`src/rtl/l2_map_pkg.sv`:
```
// -----------------------------------------------------------------------------
// l2_map_pkg
// Shared types for the L2 address-map controller:
//   - addr_map_t  : handler and packet windows, each [start, end)
//   - map_state_e : controller FSM state encoding
//   - map_valid() : returns 1 when both windows are non-empty and disjoint
// -----------------------------------------------------------------------------
package l2_map_pkg;

  localparam int unsigned L2AddrWidth = 32;

  typedef logic [L2AddrWidth-1:0] l2_addr_t;

  typedef struct packed {
    l2_addr_t hnd_start;
    l2_addr_t hnd_end;
    l2_addr_t pkt_start;
    l2_addr_t pkt_end;
  } addr_map_t;

  typedef enum logic [1:0] {
    ST_IDLE   = 2'd0,
    ST_DRAIN  = 2'd1,
    ST_COMMIT = 2'd2,
    ST_RESP   = 2'd3
  } map_state_e;

  // Windows are half-open, so touching windows (end == other start) are legal.
  function automatic logic map_valid(input addr_map_t m);
    logic hnd_ok;
    logic pkt_ok;
    logic disjoint;
    hnd_ok   = (m.hnd_start < m.hnd_end);
    pkt_ok   = (m.pkt_start < m.pkt_end);
    disjoint = (m.hnd_end <= m.pkt_start) || (m.pkt_end <= m.hnd_start);
    return hnd_ok && pkt_ok && disjoint;
  endfunction

endpackage

```
`src/rtl/l2_txn_tracker.sv`:
```
// -----------------------------------------------------------------------------
// l2_txn_tracker
// One requester port: counts outstanding writes (AW..B) and reads (AR..R-last),
// remembers AW/AR beats presented but not yet accepted, and gates new AW/AR
// beats while stalled or at the outstanding limit.
//
// Handshake rule: a beat transfers on a cycle where valid and ready are both
// high at the rising edge. Once aw/ar_valid_o is raised it stays high until its
// handshake (the pending flag overrides stall and the limit).
//
// Ports:
//   clk_i, rst_ni                 clock, async active-low reset
//   stall_i                       block new AW/AR beats
//   aw_valid_i/aw_ready_o         requester AW side
//   aw_valid_o/aw_ready_i         crossbar AW side
//   ar_*                          same for AR
//   b_valid_i, b_ready_i          B handshake monitor
//   r_valid_i, r_ready_i, r_last_i  R handshake monitor (last beat retires)
//   idle_o                        no outstanding or pending traffic
// -----------------------------------------------------------------------------
module l2_txn_tracker #(
  parameter int unsigned MaxOutstanding = 16,
  parameter int unsigned CntWidth       = $clog2(MaxOutstanding + 1)
) (
  input  logic clk_i,
  input  logic rst_ni,
  input  logic stall_i,
  input  logic aw_valid_i,
  output logic aw_ready_o,
  output logic aw_valid_o,
  input  logic aw_ready_i,
  input  logic ar_valid_i,
  output logic ar_ready_o,
  output logic ar_valid_o,
  input  logic ar_ready_i,
  input  logic b_valid_i,
  input  logic b_ready_i,
  input  logic r_valid_i,
  input  logic r_ready_i,
  input  logic r_last_i,
  output logic idle_o
);

  localparam logic [CntWidth-1:0] CntMax = CntWidth'(MaxOutstanding);

  logic [CntWidth-1:0] wr_cnt_q, wr_cnt_d;
  logic [CntWidth-1:0] rd_cnt_q, rd_cnt_d;
  logic                aw_pend_q, aw_pend_d;
  logic                ar_pend_q, ar_pend_d;
  logic                aw_hs, ar_hs, b_hs, r_hs;

  assign aw_valid_o = aw_valid_i & (aw_pend_q | ~(stall_i | (wr_cnt_q == CntMax)));
  assign ar_valid_o = ar_valid_i & (ar_pend_q | ~(stall_i | (rd_cnt_q == CntMax)));
  assign aw_ready_o = aw_ready_i & aw_valid_o;
  assign ar_ready_o = ar_ready_i & ar_valid_o;

  assign aw_hs = aw_valid_o & aw_ready_i;
  assign ar_hs = ar_valid_o & ar_ready_i;
  assign b_hs  = b_valid_i & b_ready_i;
  assign r_hs  = r_valid_i & r_ready_i & r_last_i;

  always_comb begin
    wr_cnt_d = wr_cnt_q;
    rd_cnt_d = rd_cnt_q;
    case ({aw_hs, b_hs})
      2'b10:   wr_cnt_d = wr_cnt_q + 1'b1;
      2'b01:   if (wr_cnt_q != '0) wr_cnt_d = wr_cnt_q - 1'b1;
      default: wr_cnt_d = wr_cnt_q;
    endcase
    case ({ar_hs, r_hs})
      2'b10:   rd_cnt_d = rd_cnt_q + 1'b1;
      2'b01:   if (rd_cnt_q != '0) rd_cnt_d = rd_cnt_q - 1'b1;
      default: rd_cnt_d = rd_cnt_q;
    endcase
    // Pending: presented to the crossbar but not accepted yet.
    aw_pend_d = aw_hs ? 1'b0 : (aw_valid_o ? 1'b1 : aw_pend_q);
    ar_pend_d = ar_hs ? 1'b0 : (ar_valid_o ? 1'b1 : ar_pend_q);
  end

  always_ff @(posedge clk_i or negedge rst_ni) begin
    if (!rst_ni) begin
      wr_cnt_q  <= '0;
      rd_cnt_q  <= '0;
      aw_pend_q <= 1'b0;
      ar_pend_q <= 1'b0;
    end else begin
      wr_cnt_q  <= wr_cnt_d;
      rd_cnt_q  <= rd_cnt_d;
      aw_pend_q <= aw_pend_d;
      ar_pend_q <= ar_pend_d;
    end
  end

  assign idle_o = (wr_cnt_q == '0) && (rd_cnt_q == '0) && !aw_pend_q && !ar_pend_q;

`ifndef SYNTHESIS
  a_no_b_underflow : assert property (@(posedge clk_i) disable iff (!rst_ni)
    b_hs |-> (wr_cnt_q != '0));
  a_no_r_underflow : assert property (@(posedge clk_i) disable iff (!rst_ni)
    r_hs |-> (rd_cnt_q != '0));
`endif

endmodule

```
`src/rtl/l2_addr_map_ctrl.sv`:
```
// -----------------------------------------------------------------------------
// l2_addr_map_ctrl
// Owns the L2 handler/packet address windows feeding the crossbar decoder and
// swaps them atomically: a request is checked, new AW/AR traffic is stalled,
// outstanding transactions drain, the map is committed, then done is pulsed.
// B and R are only observed.
//
// Config handshake: a request transfers on a cycle with cfg_valid_i and
// cfg_ready_o both high; the requester holds it until then. Completion is a
// single-cycle cfg_done_o with cfg_err_o qualifying it.
//
// Optional build macro L2_MAP_CTRL_TIMEOUT_EN: abandons a drain after
// TimeoutCycles cycles in DRAIN, answering with cfg_err_o=1 and the map unchanged.
//
// Ports:
//   clk_i, rst_ni                  clock, async active-low reset
//   cfg_valid_i/cfg_ready_o        new-map request
//   cfg_{hnd,pkt}_{start,end}_i    requested windows
//   cfg_done_o, cfg_err_o          completion pulse and reject flag
//   l2_{hnd,pkt}_{start,end}_addr_o  active map
//   aw/ar_valid_i, aw/ar_ready_o   requester side, per port (0=PE, 1=DMA)
//   aw/ar_valid_o, aw/ar_ready_i   crossbar side, per port
//   b_*/r_* inputs                 completion monitors, per port
//   busy_o                         controller not idle
//   dbg_state_o                    FSM state
// -----------------------------------------------------------------------------
module l2_addr_map_ctrl
  import l2_map_pkg::*;
#(
  parameter int unsigned          AddrWidth      = L2AddrWidth,
  parameter int unsigned          NumPorts       = 2,
  parameter int unsigned          MaxOutstanding = 16,
  parameter logic [AddrWidth-1:0] DefHndStart    = 32'h1C00_0000,
  parameter logic [AddrWidth-1:0] DefHndEnd      = 32'h1C04_0000,
  parameter logic [AddrWidth-1:0] DefPktStart    = 32'h1C10_0000,
  parameter logic [AddrWidth-1:0] DefPktEnd      = 32'h1C20_0000
`ifdef L2_MAP_CTRL_TIMEOUT_EN
  ,
  parameter int unsigned          TimeoutCycles  = 1024
`endif
) (
  input  logic                 clk_i,
  input  logic                 rst_ni,
  input  logic                 cfg_valid_i,
  output logic                 cfg_ready_o,
  input  logic [AddrWidth-1:0] cfg_hnd_start_i,
  input  logic [AddrWidth-1:0] cfg_hnd_end_i,
  input  logic [AddrWidth-1:0] cfg_pkt_start_i,
  input  logic [AddrWidth-1:0] cfg_pkt_end_i,
  output logic                 cfg_done_o,
  output logic                 cfg_err_o,
  output logic [AddrWidth-1:0] l2_hnd_start_addr_o,
  output logic [AddrWidth-1:0] l2_hnd_end_addr_o,
  output logic [AddrWidth-1:0] l2_pkt_start_addr_o,
  output logic [AddrWidth-1:0] l2_pkt_end_addr_o,
  input  logic [NumPorts-1:0]  aw_valid_i,
  input  logic [NumPorts-1:0]  ar_valid_i,
  output logic [NumPorts-1:0]  aw_ready_o,
  output logic [NumPorts-1:0]  ar_ready_o,
  output logic [NumPorts-1:0]  aw_valid_o,
  output logic [NumPorts-1:0]  ar_valid_o,
  input  logic [NumPorts-1:0]  aw_ready_i,
  input  logic [NumPorts-1:0]  ar_ready_i,
  input  logic [NumPorts-1:0]  b_valid_i,
  input  logic [NumPorts-1:0]  b_ready_i,
  input  logic [NumPorts-1:0]  r_valid_i,
  input  logic [NumPorts-1:0]  r_ready_i,
  input  logic [NumPorts-1:0]  r_last_i,
  output logic                 busy_o,
  output map_state_e           dbg_state_o
);

  localparam int unsigned CntWidth = $clog2(MaxOutstanding + 1);

  map_state_e          state_q, state_d;
  addr_map_t           map_q, map_d;
  addr_map_t           shadow_q, shadow_d;
  addr_map_t           cfg_map;
  logic                stall_q, stall_d;
  logic                err_q, err_d;
  logic                ready_q, ready_d;
  logic                tmo_hit;
  logic [NumPorts-1:0] port_idle;
  logic                all_idle;

  assign cfg_map = '{hnd_start: cfg_hnd_start_i, hnd_end: cfg_hnd_end_i,
                     pkt_start: cfg_pkt_start_i, pkt_end: cfg_pkt_end_i};

  for (genvar p = 0; p < NumPorts; p++) begin : g_port
    l2_txn_tracker #(
      .MaxOutstanding (MaxOutstanding),
      .CntWidth       (CntWidth)
    ) u_tracker (
      .clk_i      (clk_i),
      .rst_ni     (rst_ni),
      .stall_i    (stall_q),
      .aw_valid_i (aw_valid_i[p]),
      .aw_ready_o (aw_ready_o[p]),
      .aw_valid_o (aw_valid_o[p]),
      .aw_ready_i (aw_ready_i[p]),
      .ar_valid_i (ar_valid_i[p]),
      .ar_ready_o (ar_ready_o[p]),
      .ar_valid_o (ar_valid_o[p]),
      .ar_ready_i (ar_ready_i[p]),
      .b_valid_i  (b_valid_i[p]),
      .b_ready_i  (b_ready_i[p]),
      .r_valid_i  (r_valid_i[p]),
      .r_ready_i  (r_ready_i[p]),
      .r_last_i   (r_last_i[p]),
      .idle_o     (port_idle[p])
    );
  end

  assign all_idle = &port_idle;

`ifdef L2_MAP_CTRL_TIMEOUT_EN
  localparam int unsigned TmoWidth = $clog2(TimeoutCycles + 1);
  logic [TmoWidth-1:0] tmo_q, tmo_d;

  // Counts completed DRAIN cycles; hit marks the last permitted one.
  assign tmo_d   = (state_q == ST_DRAIN) ? tmo_q + 1'b1 : '0;
  assign tmo_hit = (state_q == ST_DRAIN) && (tmo_q == TmoWidth'(TimeoutCycles - 1));

  always_ff @(posedge clk_i or negedge rst_ni) begin
    if (!rst_ni) tmo_q <= '0;
    else         tmo_q <= tmo_d;
  end
`else
  assign tmo_hit = 1'b0;
`endif

  always_comb begin
    state_d  = state_q;
    map_d    = map_q;
    shadow_d = shadow_q;
    err_d    = err_q;
    unique case (state_q)
      ST_IDLE: begin
        if (cfg_valid_i && ready_q) begin
          shadow_d = cfg_map;
          if (map_valid(cfg_map)) begin
            err_d   = 1'b0;
            state_d = ST_DRAIN;
          end else begin
            err_d   = 1'b1;
            state_d = ST_RESP;
          end
        end
      end
      ST_DRAIN: begin
        // Drain completion wins over a coincident timeout.
        if (all_idle) begin
          state_d = ST_COMMIT;
        end else if (tmo_hit) begin
          err_d   = 1'b1;
          state_d = ST_RESP;
        end
      end
      ST_COMMIT: begin
        map_d   = shadow_q;
        err_d   = 1'b0;
        state_d = ST_RESP;
      end
      ST_RESP: begin
        state_d = ST_IDLE;
      end
      default: state_d = ST_IDLE;
    endcase
    stall_d = (state_d == ST_DRAIN) || (state_d == ST_COMMIT);
    ready_d = (state_d == ST_IDLE);
  end

  always_ff @(posedge clk_i or negedge rst_ni) begin
    if (!rst_ni) begin
      state_q  <= ST_IDLE;
      map_q    <= '{hnd_start: DefHndStart, hnd_end: DefHndEnd,
                    pkt_start: DefPktStart, pkt_end: DefPktEnd};
      shadow_q <= '0;
      stall_q  <= 1'b0;
      err_q    <= 1'b0;
      ready_q  <= 1'b0;
    end else begin
      state_q  <= state_d;
      map_q    <= map_d;
      shadow_q <= shadow_d;
      stall_q  <= stall_d;
      err_q    <= err_d;
      ready_q  <= ready_d;
    end
  end

  assign cfg_ready_o         = ready_q;
  assign cfg_done_o          = (state_q == ST_RESP);
  assign cfg_err_o           = (state_q == ST_RESP) && err_q;
  assign busy_o              = (state_q != ST_IDLE);
  assign dbg_state_o         = state_q;
  assign l2_hnd_start_addr_o = map_q.hnd_start;
  assign l2_hnd_end_addr_o   = map_q.hnd_end;
  assign l2_pkt_start_addr_o = map_q.pkt_start;
  assign l2_pkt_end_addr_o   = map_q.pkt_end;

endmodule

```
`config.mk`:
```
export PLATFORM = sky130hd
export DESIGN_NAME = l2_addr_map_ctrl
export DESIGN_NICKNAME = d
export VERILOG_FILES = /design/src/rtl/l2_map_pkg.sv /design/src/rtl/l2_txn_tracker.sv /design/src/rtl/l2_addr_map_ctrl.sv
export SDC_FILE = /design/constraint.sdc
export NUM_CORES = 1
export LEC_CHECK = 0
export ABC_AREA = 1
export BUFFER_PORTS_ARGS = -buffer_cell sky130_fd_sc_hd__buf_2
export CELL_PAD_IN_SITES_DETAIL_PLACEMENT = 2
export CELL_PAD_IN_SITES_GLOBAL_PLACEMENT = 2
export CORE_UTILIZATION = 33
export DETAILED_ROUTE_END_ITERATION = 8
export HOLD_SLACK_MARGIN = 0.05
export PLACE_DENSITY = 0.92
export REMOVE_ABC_BUFFERS = 1
export SETUP_SLACK_MARGIN = 0.5
export SLEW_MARGIN = 20
export SYNTH_ARGS = -nofsm -noshare
export SYNTH_HDL_FRONTEND = slang
export SYNTH_HIERARCHICAL = 1
export SYNTH_SLANG_ARGS = --single-unit
```
`constraint.sdc`:
```
create_clock -name clk_i -period 2.37 [get_ports clk_i]
set_clock_uncertainty 0.05 [all_clocks]
set_input_delay 0.1185 -clock clk_i [delete_from_list [all_inputs] [get_ports clk_i]]
set_output_delay 0.1185 -clock clk_i [all_outputs]
set_load 0.005 [all_outputs]
```
==> impl_metrics.csv, run 1 <==
group,metric,value,unit
job,maxCapViolCount,0,
synth,ys_ff_latch,285,
synth,synth_flop_cell,"dfrtp_1",
final_layout,nNetsFinal,2612,
sta,setup_viol,4,
global_route,busiest_layer,"met2",
clock_tree,cts-root-buf,"clkbuf_16",
global_route,grt_pass1_wl,114000,um
global_route,use_met3,6.48,%
global_route,use_met1,33.7,%
floorplanning,die_h,216,um
routing,antenna_left,0,
floorplanning,placeableCoreArea,44600,um^2
status,status,"complete, but fails checks",
sta,rsz0062_at_grt,"true",
critical_path,endpoint_kind,"flip-flop",
power_and_ir_drop,peakVddDrop,0.645,mV
routing,route.detailed.drc,0,
power_and_ir_drop,total_leakage_power,0.0112,uW
final_layout,fin_cells,2963,
critical_path,cp-start-kind,"flip-flop",
sta,period_share,104,%
hold_path,min_path_type,"in2reg",
floorplanning,rows,77,
synth,postSynthAreaPerCell,8.31,um^2
critical_path,worstSetupEndpoint,"g_port[0].u_tracker/wr_cnt_q[2]$_DFFE_PN0P_",
global_route,grt_max_degree,79,
global_route,grt_usage,32.6,%
status,violations,"negative setup slack",
routing,vias,15900,
place,dp_cells,2668,
sta,fmax,407,MHz
global_route,grt_pass1_vias,18100,
sta,timing.final.ws_setup,-0.0851,ns
final_layout,area_growth,41.8,%
clock_tree,clock_sink_count,285,
final_layout,fillers,4783,
clock_tree,cts_max_level,2,
floorplanning,start_util,33.8,%
synth,synth_warnings,6,
place,numPortBuffers,290,
final_layout,regArea,7160,um^2
sta,worstMarginPinSlew,1.08,ns
routing,wl_per_cell,29.3,um
place,dp_hpwl,43100,um
global_route,grt-ovfl-total,0,
synth,syn-cell-area,15100,um^2
synth,ys_seq_area_share,47.4,%
clock_tree,cts_buffers,36,
global_route,antenna_found_initial,15,
synth,synth_edf_count,0,
clock_tree,clock_latency,0.56,ns
clock_tree,cts_max_path_buffers,3,
floorplanning,io_pins,291,
routing,wirelength,86900,um
critical_path,required,2.76,ns
floorplanning,die_x,216,um
hold_path,whs_path_depth,5,
sta,relSlewSlack,27.5,%
critical_path,r2r_cells,14,
critical_path,r2r-start,"g_port[0].u_tracker/wr_cnt_q[1]$_DFFE_PN0P_",
place,gp_congestion,0.805,
sta,fin_crit,2.46,ns
critical_path,startpoint,"g_port[0].u_tracker/wr_cnt_q[1]$_DFFE_PN0P_",
routing,drt_iter0_drc,1005,
final_layout,layout-drive-gt1-share,27.2,%
critical_path,crit_type,"reg2reg",
floorplanning,dieArea,46600,um^2
routing,vias_per_cell,5.38,
critical_path,crit-reg2reg-capture,"g_port[0].u_tracker/wr_cnt_q[2]$_DFFE_PN0P_",
sta,drv_slew,0,
synth,async_reset_ff_share,100,%
global_route,grtUsageMet2,60.2,%
clock_tree,path_clk_slew,0.08,ns
synth,syn_inst,1815,
critical_path,critPathArrivalTime,2.84,ns
final_layout,multi_input_area,6870,um^2
power_and_ir_drop,p_per_area,1150,nW/um^2
sta,finalHoldViolations,0,
synth,synthDistinctLibCells,33,
critical_path,cp_max_fo,4,
critical_path,r2r_slack,-0.09,ns
routing,drt_first_pass_iters,5,
clock_tree,cts_tree,"done",
place,place_ws,-0.0627,ns
==> cells in the final DEF (no fill, tap or decap), types with 20 or more instances in the layout <==
cell type      netlist  layout
ha_1               133     127
nor2_1              34      32
a21oi_1             65      64
nand2_4              6      32
nand3_1             47      30
o21ai_0            201     195
dlygate4sd3_1        0     135
nand2_2             22      32
o21ai_1             77      78
buf_2               16     285
clkbuf_16            0      40
inv_2               14      20
buf_4                4      76
nand2_1            472     434
inv_1              339     319
dfrtp_1            270     259
==> worst min-delay path by stage <==
stage / from / end / slack [ns]
3_5_place_dp: rst_ni / shadow_q[35]$_DFFE_PN0P_ / 0.16
2_1_floorplan: rst_ni / cfg_ready_o$_DFF_PN0_ / -0.23
5_1_grt: r_last_i[1] / g_port[1].u_tracker/rd_cnt_q[0]$_DFFE_PN0P_ / 0.11
3_3_place_gp: rst_ni / shadow_q[39]$_DFFE_PN0P_ / 0.15
4_1_cts: r_last_i[1] / g_port[1].u_tracker/rd_cnt_q[0]$_DFFE_PN0P_ / 0.06
6_report: r_last_i[1] / g_port[1].u_tracker/rd_cnt_q[0]$_DFFE_PN0P_ / 0.1
==> synth_stat cells (all sizes together), types with 3 or more instances <==
| library cell | count | share of area (%) |
|---|---|---|
| a21oi | 65 | 2.2 |
| buf | 37 | 2.0 |
| clkbuf | 18 | 0.46 |
| dfrtp | 270 | 45 |
| dfstp | 15 | 2.6 |
| ha | 133 | 11 |
| inv | 353 | 8.8 |
| nand2 | 500 | 13 |
| nand3 | 55 | 2.3 |
| nand4 | 5 | 0.21 |
| nor2 | 47 | 1.5 |
| nor3 | 9 | 0.33 |
| nor4 | 3 | 0.12 |
| o21a | 5 | 0.25 |
| o21ai | 278 | 9.2 |
| o21bai | 5 | 0.25 |
| xor2 | 10 | 0.58 |
==> repair_timing <==
action,CTS,global route
pin swaps,45,51
hold buffers,135,0
buffers inserted,40,36
endpoints found under the setup margin,24,80
gates resized for setup,68,141
gates cloned,1,4
hold endpoints to repair,220,0
==> worst max-delay path, cell delays in order (launching register included) <==
cell	delay, ns
dfrtp_2	0.49
nor2_4	0.17
nand3_2	0.11
nand2_2	0.10
nand2_4	0.07
nand3_4	0.16
nand3_4	0.11
nand2_4	0.10
inv_4	0.06
ha_4	0.18
inv_4	0.07
nand2_4	0.07
buf_6	0.13
xor2_1	0.16
o21ai_1	0.29
==> power breakdown <==
group	total (uW)	leakage (uW)	internal (uW)	switching (uW)
logic	9510	0.00741	3560	5950
registers	8980	0.00321	7240	1740
clock network	6170	0.000605	3650	2520
==> sequential cells by signal, summed over array words and instances (netlist names) <==
name,cells
l2_pkt_start_addr_o,32
g_port.u_tracker/ar_pend_q,2
stall_q,1
g_port.u_tracker/wr_cnt_q,10
g_port.u_tracker/aw_pend_q,2
shadow_q,128
g_port.u_tracker/rd_cnt_q,10
l2_hnd_end_addr_o,32
l2_pkt_end_addr_o,32
l2_hnd_start_addr_o,32
err_q,1
cfg_ready_o,1
dbg_state_o,2
==> cell families (layout without fill, tap and decap cells) <==
family          count (synthesis)  after routing  share of synthesized area (%)
simple gates                  622            622                           17.7
buf+inv                       408            950                           11.2
compound gates                357            357                           12.1
flops                         285            285                           47.4
fa+ha+maj                     133            133                           11.0
xor+xnor                       10             10                          0.581
other cells                     0             14                              0
==> through the flow <==
step	util, %	TNS (ns)	area, um^2	hold WS [ns]	total power, uW
4_1_cts	45.8	0	20400	0.0576	21800
3_5_place_dp	38.6	-0.0627	17200	0.164	14700
2_1_floorplan	-	-188.89	14700	-0.227	11500
5_1_grt	47.9	-0.145	21400	0.112	25500
6_report	47.9	-0.171	21400	0.0989	24700
3_3_place_gp	38.6	0	17200	0.151	13700
==> area by class of cell <==
cell class | instances | area share [%]
Sequential cell | 285 | 33.5
Multi-Input combinational cell | 1122 | 32.1
Timing Repair Buffer | 531 | 18.4
Inverter | 353 | 6.44
Clock buffer | 53 | 4.94
Tap cell | 592 | 3.46
Clock inverter | 12 | 0.936
Antenna cell | 14 | 0.164
Timing Repair inverter | 1 | 0.0410
==> metal layers <==
| metal | part of all wire [%] | up-vias |
|---|---|---|
| li1 | - | 6729 |
| met1 | 34 | 8059 |
| met2 | 51 | 713 |
| met3 | 6.4 | 421 |
| met4 | 8.6 | 8 |
| met5 | 0.056 | - |
(Power assumes the default switching activity.)
==> run 2, diff against run 1 <==
--- a/config.mk
+++ b/config.mk
@@ -12,11 +12,10 @@
 export CORE_UTILIZATION = 33
 export DETAILED_ROUTE_END_ITERATION = 8
 export HOLD_SLACK_MARGIN = 0.05
-export PLACE_DENSITY = 0.92
+export PLACE_DENSITY_LB_ADDON = 0.1
 export REMOVE_ABC_BUFFERS = 1
 export SETUP_SLACK_MARGIN = 0.5
 export SLEW_MARGIN = 20
 export SYNTH_ARGS = -nofsm -noshare
 export SYNTH_HDL_FRONTEND = slang
-export SYNTH_HIERARCHICAL = 1
 export SYNTH_SLANG_ARGS = --single-unit
==> run 2 against run 1 <==
Against the previous run: critical endpoint is now g_port[1].u_tracker.rd_cnt_q[4]$_DFFE_PN0P_; sequential share of layout area up 0.44 points; the flow still finishes with violations (negative setup slack); power down 5.3%; largest cell class unchanged; worst hold slack worse by 0.0087 ns.
==> impl_metrics.csv, run 2 <==
group,metric,value,unit
sta,hold_slack,0.0902,ns
critical_path,cp_cell_sequence,"inv_2 -> nand4_4 -> o21ai_4 -> a21boi_4 -> nand2_4 -> nand2_4 -> buf_6 -> fa_2 -> nor2_2 -> a211oi_2 -> nand3b_1 -> nand4_1 -> nand2_1",
place,dp_hpwl,37400,um
critical_path,critPathMostFrequentCell,"nand2_4",
sta,timing.final.ws_setup,-0.305,ns
place,gp_congestion,0.797,
critical_path,max_stage_delay,0.45,ns
global_route,busiest_layer,"met2",
critical_path,r2r_slack,-0.30,ns
synth,synth_common_cells,"nand2_1 (682), dfrtp_1 (270), inv_1 (202), o21ai_0 (141), ha_1 (139)",
floorplanning,placeableCoreArea,44100,um^2
synth,synth_compound_area_share,8.60,%
synth,synth_edf_count,0,
critical_path,critPathBufInv,2,
critical_path,crit-reg2reg-capture,"g_port[1].u_tracker.rd_cnt_q[4]$_DFFE_PN0P_",
sta,setup_viol,12,
routing,vias,14500,
synth,synth_top_family_by_area,"simple AND/OR/NAND/NOR gates",
critical_path,required,2.75,ns
global_route,grt_usage,26.1,%
final_layout,area_growth,43.1,%
floorplanning,io_pins,291,
critical_path,cp_max_fo,3,
sta,worstMarginPinSlew,0.697,ns
floorplanning,start_util,33.4,%
clock_tree,cts_max_path_buffers,3,
synth,yosysMostFrequentCell,"nand2_1",
hold_path,min_path_type,"in2async",
synth,ys_seq_area_share,48.6,%
synth,postSynthAreaPerCell,8.37,um^2
critical_path,crit_type,"reg2reg",
clock_tree,cts_max_level,2,
critical_path,cp-start-kind,"flip-flop",
final_layout,most-common-layout-cells,"nand2_1 (670), buf_2 (282), dfrtp_1 (270)",
clock_tree,path_clk_slew,0.08,ns
critical_path,r2r-start,"g_port[1].u_tracker.rd_cnt_q[0]$_DFFE_PN0P_",
final_layout,layout-drive-gt1-share,26.4,%
place,dpl_cell_area,17000,um^2
sta,period_share,113,%
place,numPortBuffers,290,
sta,fin_crit,2.67,ns
global_route,use_met3,4.87,%
sta,relSlewSlack,53.5,%
power_and_ir_drop,total_leakage_power,0.0115,uW
synth,synth_flop_cell,"dfrtp_1",
critical_path,critPathArrivalTime,3.06,ns
routing,vias_per_cell,4.98,
final_layout,largest_reg_flops,128,
synth,synth-simple-area-share,22.2,%
clock_tree,clock_sink_count,285,
synth,yosys.area.top_type,"dfrtp_1",
synth,yosys-top-cells-area,"dfrtp_1 (46%), nand2_1 (17%), ha_1 (12%)",
routing,wl_per_cell,24.3,um
synth,syn-cell-area,14700,um^2
place,dp_cells,2603,
global_route,grtUsageMet2,47.8,%
routing,wirelength,70700,um
critical_path,endpoint_kind,"flip-flop",
power_and_ir_drop,peakVddDrop,0.643,mV
routing,drt_iter0_drc,666,
final_layout,utilization,47.7,%
floorplanning,die_x,213,um
synth,synth_mux_area_share,0,%
global_route,grt_pass1_vias,15800,
floorplanning,dieArea,45500,um^2
synth,async_reset_ff_share,100,%
sta,drv_slew,0,
job,maxCapViolCount,0,
synth,synthDistinctLibCells,39,
final_layout,fin_cells,2906,
sta,rsz0062_at_grt,"true",
final_layout,final_common_cell,"nand2_1",
synth,synth-xor-area-share,0.714,%
sta,fmax,374,MHz
critical_path,r2r_cells,13,
status,status,"complete, but fails checks",
clock_tree,clock_latency,0.57,ns
final_layout,finalInstanceArea,21100,um^2
global_route,antenna_found_initial,13,
clock_tree,cts_buffers,36,
critical_path,cp_top_family,"simple AND/OR/NAND/NOR gates",
synth,yosysTopAreaCellShare,45.9,%
synth,synthAdderAreaFrac,12.4,%
status,violations,"negative setup slack",
global_route,grt-ovfl-total,0,
synth,syn_inst,1759,
routing,antenna_left,0,
synth,ys_ff_latch,285,
global_route,grt_pass1_wl,90000,um
global_route,grt_max_degree,147,
critical_path,cp_slowest_cell,"dfrtp_1",
final_layout,nNetsFinal,2575,
synth,synth_warnings,0,
clock_tree,cts_tree,"done",
final_layout,regMostFlops,"shadow_q",
routing,route.detailed.drc,0,
floorplanning,rows,77,
sta,finalHoldViolations,0,
routing,drt_first_pass_iters,5,
clock_tree,cts-root-buf,"clkbuf_16",
global_route,use_met1,30.8,%
power_and_ir_drop,p_per_area,1110,nW/um^2
floorplanning,die_h,213,um
run 2: metrics by stage:
stage | power (uW) | setup TNS, ns | worst slack [ns]
4_1_cts | 21200 | 0 | 0.129
3_5_place_dp | 14400 | -0.894 | -0.392
6_report | 23400 | -1.55 | -0.305
2_1_floorplan | 11500 | -1040.89 | -5.25
5_1_grt | 24500 | -2.13 | -0.329
3_3_place_gp | 14000 | -0.674 | -0.356
run 2: area by class of cell:
class	count	area (um^2)
Antenna cell	7	17.5
Clock buffer	51	1050
Clock inverter	11	138
Fill cell	4811	23100
Inverter	214	848
Multi-Input combinational cell	1198	7050
Sequential cell	285	7150
Tap cell	592	741
Timing Repair Buffer	548	4070
run 2: power by group:
part	switching [uW]	leakage, uW	total [uW]	internal (uW)
combinational	5380	0.00739	8990	3610
sequential	1560	0.00358	8540	6980
clock	2420	0.000577	5820	3410
run 2: cells by family after synthesis:
family,Yosys count
AND/OR/NAND/NOR,807
flip-flops,285
buffers and inverters,278
AO/OA/AOI/OAI,234
adder cells (fa/ha/maj),143
XOR/XNOR,12
run 2: how the worst max path moves through the flow:
stage / from / endpoint / slack, ns / depth (start not counted)
2_1_floorplan: dbg_state_o[1]$_DFF_PN0_ / stall_q$_DFF_PN0_ / -5.25 / 6
3_3_place_gp: cfg_hnd_start_i[29] / stall_q$_DFF_PN0_ / -0.36 / 13
3_5_place_dp: cfg_hnd_start_i[29] / stall_q$_DFF_PN0_ / -0.39 / 13
4_1_cts: g_port[0].u_tracker.rd_cnt_q[1]$_DFFE_PN0P_ / g_port[0].u_tracker.rd_cnt_q[4]$_DFFE_PN0P_ / 0.13 / 15
5_1_grt: g_port[0].u_tracker.rd_cnt_q[3]$_DFFE_PN0P_ / g_port[0].u_tracker.rd_cnt_q[4]$_DFFE_PN0P_ / -0.33 / 16
6_report: g_port[1].u_tracker.rd_cnt_q[0]$_DFFE_PN0P_ / g_port[1].u_tracker.rd_cnt_q[4]$_DFFE_PN0P_ / -0.30 / 13
run 2: what timing repair did:
action	4_1_cts	5_1_grt
pin swaps	38	56
setup buffers	50	37
endpoints found under the setup margin	22	32
hold endpoints to repair	344	0
resized for setup	83	86
hold buffers	145	0
gates cloned	0	2
run 2: routing by layer:
metal  vias to the layer above  routed length (um)
li1                       6572                   -
met1                      7314               27000
met2                       368               36200
met3                       196                3450
met4                        12                3930
met5                         -                  76
